--- config.mk ---
export PLATFORM = sky130hd
export DESIGN_NAME = seanetnackgenerator_ddr_bitmapcmd_rd
export DESIGN_NICKNAME = d
export VERILOG_FILES = /design/src/rtl/seanetnackgenerator_ddr_bitmapcmd_rd.sv
export SDC_FILE = /design/constraint.sdc
export NUM_CORES = 1
export LEC_CHECK = 0
export BUFFER_PORTS_ARGS = -buffer_cell sky130_fd_sc_hd__buf_2
export CORE_AREA = 4 4 507 509
export CTS_BUF_LIST = sky130_fd_sc_hd__clkbuf_16
export CTS_CLUSTER_DIAMETER = 120
export DETAILED_ROUTE_END_ITERATION = 10
export DIE_AREA = 0 0 511 513
export SLEW_MARGIN = 20
export SYNTH_ARGS = -nofsm -noshare
export SYNTH_HDL_FRONTEND = slang
export SYNTH_SLANG_ARGS = --single-unit
--- constraint.sdc ---
create_clock -name sys_clk -period 6.2 [get_ports sys_clk]
set_input_delay 0.93 -clock sys_clk [delete_from_list [all_inputs] [get_ports sys_clk]]
set_output_delay 0.93 -clock sys_clk [all_outputs]
set_load 0.01 [all_outputs]
--- src/rtl/seanetnackgenerator_ddr_bitmapcmd_rd.sv ---
// Bitmap DDR read-command engine for the NACK generator.
// A command (byte address + beat count) is split into AXI4 INCR read bursts
// that never cross a 4 KB page. Returned 512-bit words are passed straight
// through to the NACK scan logic with a command-level last flag.
module seanetnackgenerator_ddr_bitmapcmd_rd #(
    parameter int AXI_ID_WIDTH   = 4,
    parameter int AXI_ADDR_WIDTH = 64,
    parameter int AXI_DATA_WIDTH = 512,
    parameter int AXI_ID_SET     = 0
) (
    input  logic                      sys_clk,
    input  logic                      sys_rst,
    input  logic [31:0]               rd_cmd_addr,
    input  logic [7:0]                rd_cmd_len,
    input  logic                      rd_cmd_valid,
    output logic                      rd_cmd_ready,
    output logic [AXI_DATA_WIDTH-1:0] rd_data,
    output logic                      rd_data_last,
    output logic                      rd_data_err,
    output logic                      rd_data_valid,
    input  logic                      rd_data_ready,
    output logic [AXI_ID_WIDTH-1:0]   m_axi_arid,
    output logic [AXI_ADDR_WIDTH-1:0] m_axi_araddr,
    output logic [7:0]                m_axi_arlen,
    output logic [2:0]                m_axi_arsize,
    output logic [1:0]                m_axi_arburst,
    output logic                      m_axi_arlock,
    output logic [3:0]                m_axi_arcache,
    output logic [2:0]                m_axi_arprot,
    output logic                      m_axi_arvalid,
    input  logic                      m_axi_arready,
    input  logic [AXI_ID_WIDTH-1:0]   m_axi_rid,
    input  logic [AXI_DATA_WIDTH-1:0] m_axi_rdata,
    input  logic [1:0]                m_axi_rresp,
    input  logic                      m_axi_rlast,
    input  logic                      m_axi_rvalid,
    output logic                      m_axi_rready,
    output logic [31:0]               dfx_sta0,
    output logic [31:0]               dfx_sta1,
    output logic [31:0]               dfx_sta2,
    output logic [31:0]               dfx_sta3
);

    localparam logic [1:0] ST_IDLE = 2'd0;
    localparam logic [1:0] ST_AR   = 2'd1;
    localparam logic [1:0] ST_R    = 2'd2;

    logic [1:0]  state_q,     state_d;
    logic [31:0] cur_addr_q,  cur_addr_d;
    logic [8:0]  remain_q,    remain_d;
    logic [6:0]  burst_cnt_q, burst_cnt_d;
    logic        rlast_err_q, rlast_err_d;
    logic [31:0] cmd_cnt_q,   cmd_cnt_d;
    logic [31:0] beat_cnt_q,  beat_cnt_d;
    logic [15:0] err_cnt_q,   err_cnt_d;
    logic [15:0] ar_cnt_q,    ar_cnt_d;

    logic       cmd_xfer;
    logic       ar_xfer;
    logic       beat_xfer;
    logic       in_r;
    logic       beat_is_err;
    logic [6:0] page_beats;
    logic [6:0] burst_beats;

    // The rid field and the sub-beat address bits carry no information here.
    logic unused_inputs;
    assign unused_inputs = ^{m_axi_rid, rd_cmd_addr[5:0]};

    // Beats left before the next 4 KB boundary bound the burst length.
    assign page_beats  = 7'd64 - {1'b0, cur_addr_q[11:6]};
    assign burst_beats = (remain_q < {2'b00, page_beats}) ? remain_q[6:0] : page_beats;

    assign rd_cmd_ready  = (state_q == ST_IDLE);
    assign cmd_xfer      = rd_cmd_valid & rd_cmd_ready;

    assign m_axi_arid    = AXI_ID_SET[AXI_ID_WIDTH-1:0];
    assign m_axi_araddr  = {{(AXI_ADDR_WIDTH-32){1'b0}}, cur_addr_q};
    assign m_axi_arlen   = {1'b0, burst_beats - 7'd1};
    assign m_axi_arsize  = 3'b110;
    assign m_axi_arburst = 2'b01;
    assign m_axi_arlock  = 1'b0;
    assign m_axi_arcache = 4'd0;
    assign m_axi_arprot  = 3'd0;
    assign m_axi_arvalid = (state_q == ST_AR);
    assign ar_xfer       = m_axi_arvalid & m_axi_arready;

    // Zero-latency pass-through of the R channel while a burst is open.
    assign in_r          = (state_q == ST_R);
    assign m_axi_rready  = in_r & rd_data_ready;
    assign rd_data_valid = in_r & m_axi_rvalid;
    assign rd_data       = m_axi_rdata;
    assign beat_is_err   = (m_axi_rresp != 2'b00);
    assign rd_data_err   = rd_data_valid & beat_is_err;
    assign rd_data_last  = rd_data_valid & (remain_q == 9'd1);
    assign beat_xfer     = rd_data_valid & rd_data_ready;

    assign dfx_sta0 = cmd_cnt_q;
    assign dfx_sta1 = beat_cnt_q;
    assign dfx_sta2 = {err_cnt_q, ar_cnt_q};
    assign dfx_sta3 = {state_q, rlast_err_q, 4'b0000, remain_q, cur_addr_q[31:16]};

    // Command FSM: latch command, issue page-bounded bursts, count beats home.
    always_comb begin
        state_d     = state_q;
        cur_addr_d  = cur_addr_q;
        remain_d    = remain_q;
        burst_cnt_d = burst_cnt_q;
        rlast_err_d = rlast_err_q;
        case (state_q)
            ST_IDLE: begin
                if (cmd_xfer) begin
                    cur_addr_d = {rd_cmd_addr[31:6], 6'b000000};
                    remain_d   = {1'b0, rd_cmd_len} + 9'd1;
                    state_d    = ST_AR;
                end
            end
            ST_AR: begin
                if (ar_xfer) begin
                    burst_cnt_d = burst_beats;
                    state_d     = ST_R;
                end
            end
            ST_R: begin
                if (beat_xfer) begin
                    remain_d    = remain_q - 9'd1;
                    burst_cnt_d = burst_cnt_q - 7'd1;
                    cur_addr_d  = cur_addr_q + 32'd64;
                    // The FSM trusts its own beat count; rlast only feeds a flag.
                    if (m_axi_rlast != (burst_cnt_q == 7'd1)) begin
                        rlast_err_d = 1'b1;
                    end
                    if (burst_cnt_q == 7'd1) begin
                        state_d = (remain_q == 9'd1) ? ST_IDLE : ST_AR;
                    end
                end
            end
            default: state_d = ST_IDLE;
        endcase
    end

    // Status counters for debug visibility.
    always_comb begin
        cmd_cnt_d  = cmd_cnt_q;
        beat_cnt_d = beat_cnt_q;
        err_cnt_d  = err_cnt_q;
        ar_cnt_d   = ar_cnt_q;
        if (cmd_xfer) begin
            cmd_cnt_d = cmd_cnt_q + 32'd1;
        end
        if (ar_xfer) begin
            ar_cnt_d = ar_cnt_q + 16'd1;
        end
        if (beat_xfer) begin
            beat_cnt_d = beat_cnt_q + 32'd1;
            if (beat_is_err && (err_cnt_q != 16'hFFFF)) begin
                err_cnt_d = err_cnt_q + 16'd1;
            end
        end
    end

    // State register; reset abandons any command in flight.
    always_ff @(posedge sys_clk or posedge sys_rst) begin
        if (sys_rst) begin
            state_q     <= ST_IDLE;
            cur_addr_q  <= 32'd0;
            remain_q    <= 9'd0;
            burst_cnt_q <= 7'd0;
            rlast_err_q <= 1'b0;
            cmd_cnt_q   <= 32'd0;
            beat_cnt_q  <= 32'd0;
            err_cnt_q   <= 16'd0;
            ar_cnt_q    <= 16'd0;
        end else begin
            state_q     <= state_d;
            cur_addr_q  <= cur_addr_d;
            remain_q    <= remain_d;
            burst_cnt_q <= burst_cnt_d;
            rlast_err_q <= rlast_err_d;
            cmd_cnt_q   <= cmd_cnt_d;
            beat_cnt_q  <= beat_cnt_d;
            err_cnt_q   <= err_cnt_d;
            ar_cnt_q    <= ar_cnt_d;
        end
    end

endmodule
; ---- After elaboration in Yosys (flattened, before gate mapping)
; Index checks and enable logic that the tools add are counted.
[classes]
addsub = 10
order_cmp = 1
eq_ne = 10
mux = 16
n_bitwise = 7
n_reduce_logical = 10
[op_table]
columns = operator, count
row1 = "32-bit by 1-bit adder with 32-bit output, second input constant", 2
row2 = 32-bit 2-to-1 mux, 2
row3 = 32-bit one-hot mux with 2 select lines, 1
row4 = "16-bit by 1-bit adder with 16-bit output, second input constant", 2
row5 = "32-bit by 7-bit adder with 32-bit output, second input constant", 1
row6 = 7-bit 2-to-1 mux, 3
row7 = 9-bit 2-to-1 mux, 2
row8 = 9-bit one-hot mux with 2 select lines, 1
row9 = "16-bit inequality test, second input constant", 1
row10 = 7-bit one-hot mux with 2 select lines, 1
row11 = "7-bit by 1-bit subtractor with 7-bit output, second input constant", 2
row12 = "8-bit by 1-bit adder with 9-bit output, second input constant", 1
row13 = "9-bit by 1-bit == test with 1-bit output, second input constant", 1
row14 = 9-bit by 7-bit < comparator with 1-bit output, 1
row15 = 3-bit AND reduction, 3
row16 = "9-bit by 1-bit subtractor with 9-bit output, second input constant", 1
row17 = 2-bit 2-to-1 mux, 4
row18 = 1-bit bitwise AND, 7
row19 = "7-bit by 1-bit == test with 1-bit output, second input constant", 1
row20 = "7-bit by 6-bit subtractor with 7-bit output, first input constant", 1
row21 = "2-bit by 1-bit inequality test with 1-bit output, second input constant", 3
row22 = 2-bit one-hot mux with 3 select lines, 1
row23 = 2-bit nonzero test, 3
row24 = 4-bit AND reduction, 1
row25 = 8 further kinds, 8
[totals]
reg_bits = 147
input_bits = 565
output_inout_bits = 735
word_cells = 63

; ---- Longest topological paths before layout
[logic_depth]
depth_word = 5
mapped_depth = 19
mapped_depth_nobuf = 17

; ---- Worst setup path after synthesis
; OpenSTA, ideal clock, no wires.
[synth_timing]
kind = reg-to-output
from = register cur_addr_q[6]
to = output m_axi_arlen[6]
t_arrival_ns = 3.890
required_time_ns = 5.270
slack_ns = 1.380
stages_incl_launch_ff = 20
n_path_buf = 2
path_cell_list = dfrtp_1 -> clkbuf_1 -> inv_1 -> ha_1 -> nand2_1 -> xor2_1 -> inv_1 -> ha_1 -> a21oi_1 -> nor3_4 -> nor3_2 -> a31oi_1 -> buf_2 -> nand2_1 -> a21oi_1 -> ha_1 -> nand4b_1 -> a211oi_1 -> xor2_1 -> mux2i_1
[synth_between]
elab_chain_len = 4
[synth_lines]
columns = item, line
row1 = from (decl), 49  ; logic [31:0] cur_addr_q, cur_addr_d;
row2 = from (signal assigned), 176  ; cur_addr_q <= cur_addr_d;
row3 = 7-bit by 6-bit subtractor with 7-bit output (*), 71  ; assign page_beats = 7'd64 - {1'b0, cur_addr_q[11:6]};
row4 = 9-bit by 7-bit < comparator with 1-bit output, 72  ; assign burst_beats = (remain_q < {2'b00, page_beats}) ? remain_q[6:0] : page_beats;
row5 = 7-bit 2-to-1 mux (*), 72
row6 = 7-bit by 1-bit subtractor with 7-bit output (*), 79  ; assign m_axi_arlen = {1'b0, burst_beats - 7'd1};
row7 = to (decl), 24  ; output logic [7:0] m_axi_arlen,
; Every way passes the cells marked *; elsewhere a longest branch is shown, timed or not.

; ---- Final worst setup path
; Same ends and word-level chain as after synthesis.

==> summary.md <==
| Metric | Value |
|---|---|
| Status | `completed` |
| Layout Nets | `1673` |
| RSZ-0062 raised after global routing | `no` |
| Vias per cell | `1.95` |
| Peak Freq | `174 MHz` |
| Detail Route Antenna Nets | `0` |
| Top-level I/O count | `1300` |
| Top cell type's share of synthesized area | `36.5%` |
| Worst path required time | `5.27 ns` |
| Chip height | `513 um` |
| Setup bufs post-CTS | `0` |
| Post-Syn Instances | `1419` |
| Fraction of layout cells with a size suffix above 1 | `23.9%` |
| Slew HR | `36.6%` |
| Maximum vdd drop | `0.159 mV` |
| Vias in the first global route | `7821` |
| CTS Hold Bufs | `0` |
| Number of synthesized flops with an enable pin | `0` |
| Routed via count | `8732` |
| Overflow left after global routing | `0` |
| Setup crit start kind | `flip-flop` |
| Max clock buf depth | `3` |
| Total Wirelength | `174 mm` |
| DRC marker count from the first detailed-route iteration | `658` |
| HP Class | `input pin to async pin` |
| Syn-to-layout area delta | `13.8%` |
| Clock sink count | `141` |
| Final Total Pwr | `4880 uW` |
| GRT Total Usage | `12.7%` |
| Most frequent cell after synthesis | `buf_4` |
| Share of flip-flops with an asynchronous set or reset | `100%` |
| Clock Tree Root | `clkbuf_16` |
| Final hold viol count | `0` |
| Avg Inst Size Synth | `8.56 um2` |
| Most used DFF post-synth | `dfrtp_1` |
| WP data arrival | `4.80 ns` |
| Worst R2R Setup Slack | `2.93 ns` |
| Lkg Pwr | `0.00477 uW` |
| First-pass GRT wire length | `194 mm` |
| Die ar. | `262000 um2` |
| Initial Utilization | `4.80%` |
| RePlAce Congestion | `0.818` |
| Core ar. | `253000 um2` |
| Num CTS Buffers | `25` |
| YS warnings | `0` |
| 1st-pass router iterations | `4` |
| Post_cts resized | `0` |
| Flops & latches, synth | `141` |
| Final setup TNS | `0 ns` |
| Drt wl/cell | `38.9 um` |
| Area leader, netlist | `buf_4` |
| Most common library cells after synthesis | `590 x buf_4, 141 x dfrtp_1, 84 x nand2_1` |
| Largest cells by area after synthesis | `buf_4 36%, dfrtp_1 29%, xnor2_1 5.4%` |
| Tcrit/Tclk final | `92.5%` |
| Die Width | `511 um` |
| Initial antenna violation count | `40` |
| Setup violations, final | `0` |
| Num rows | `185` |
| Port bufs | `205` |
| Worst Tran Pin Value | `0.950 ns` |
| Hpwl dp | `165 mm` |
| Mapped Area | `12100 um2` |
| Clk_lat worst skew | `0.54 ns` |
| Critical path class | `flip-flop to output port` |
| MaxCap Viol Count | `0` |
| Yosys cell types | `61` |
| Pins Over Slew Limit | `0` |
| Final Critical Period | `5.73 ns` |
| # DRC | `0` |
| Clock transition at the registers of the reported paths | `0.07 ns` |
| TritonCTS clock tree | `built` |
| Clock Skew | `0.0315 ns` |
| Fin util | `5.46%` |
| Setup crit end kind | `output port` |
| Worst-path fanout max | `12` |
| Pwr Density | `353 nW/um2` |
| Largest net degree at the start of global routing | `70` |
| CTS H-tree lvls | `4` |
| Sequential element share of the synthesized area | `29.1%` |
[path summary, 6_finish.rpt]
| kind | from | endpoint | cells after the start |
|---|---|---|---|
| max | cur_addr_q[6] | m_axi_arlen[6] | 18 |
| min | sys_rst | dfx_sta0[28] | 2 |
| max reg2reg | cur_addr_q[6] | burst_cnt_q[0] | 12 |
| min reg2reg | rlast_err_q | rlast_err_q | 1 |
| max in group asynchronous | sys_rst | cur_addr_q[15] | 3 |
| min in group sys_clk | rlast_err_q | rlast_err_q | 1 |
[report_power, final]
group          internal [uW]  switching [uW]
sequential              1110             410
clock                    757             504
combinational            714            1380
total                   2580            2290
[metrics by stage]
step                      worst slack [ns]  cells  cell area, um2  hold WS (ns)
final                                0.466   4471           13800         0.422
after global routing                0.0166   4463           13800         0.477
after CTS                            0.325   4462           13800         0.457
after detailed placement             0.946   4430           13100         0.447
after global placement               0.815   4430           13100         0.439
after floorplan                       1.38   1477           12400         0.429
[per-layer routing]
layer  up-vias  wire length [um]  track usage, %
met5         -               479           0.347
met3       353             77000            27.2
met1      3689             19900            3.84
met4        56              7360            4.70
met2      1184             69400            17.9
li1       3450                 -               -
[placed cells by master (no fill, tap or decap), drive strengths merged, types with 6 or more instances in the layout]
cell	instances
buf	215
dfrtp	141
nand2	84
xnor2	75
nor2	61
conb	60
nand3	54
nand4	49
a21oi	49
o21ai	45
xor2	34
nor3	26
clkbuf	25
inv	18
ha	17
and4	14
and3	14
o22ai	14
nor4	10
diode	9
a31oi	8
and2	7
a2bb2oi	6
nand2b	6
nor2b	6
[critical path: stages, from the launching register on]
cell	delay, ns
dfrtp_1	0.55
inv_1	0.14
ha_1	0.27
nand2_1	0.11
xor2_1	0.40
inv_1	0.09
ha_1	0.31
a21oi_1	0.23
nor3_4	0.06
nor3_2	0.21
a31o_1	0.40
nor3_1	0.10
a21oi_1	0.18
ha_1	0.30
nand4b_1	0.15
a211oi_1	0.30
xor2_1	0.20
mux2i_1	0.08
buf_2	0.18
[sequential cells by signal (all words and copies together) (netlist names)]
register     count
cur_addr_q      26
ar_cnt_q        16
remain_q         9
dfx_sta0        32
err_cnt_q       16
state_q          2
burst_cnt_q      7
dfx_sta1        32
rlast_err_q      1
[layout make-up]
class	count	area [um2]
clock buffers	25	626
fillers	29800	239000
well taps	3366	4210
flip-flops and latches	141	3530
multi-input cells	691	4200
inverters	17	68.8
diodes	9	22.5
repair buffers	215	1100
clock inverters	7	55.1
[logic make-up after synthesis]
kind of cell	count (synthesis)	synth area share (%)
flops	141	29.1
buf+inv	645	38.3
mux	4	0.350
simple gates	350	15.1
other cells	2	0.0618
fa+ha+maj	17	1.75
compound gates	151	7.49
xor+xnor	109	7.86
Note: power is estimated with default switching activity, not from simulation.
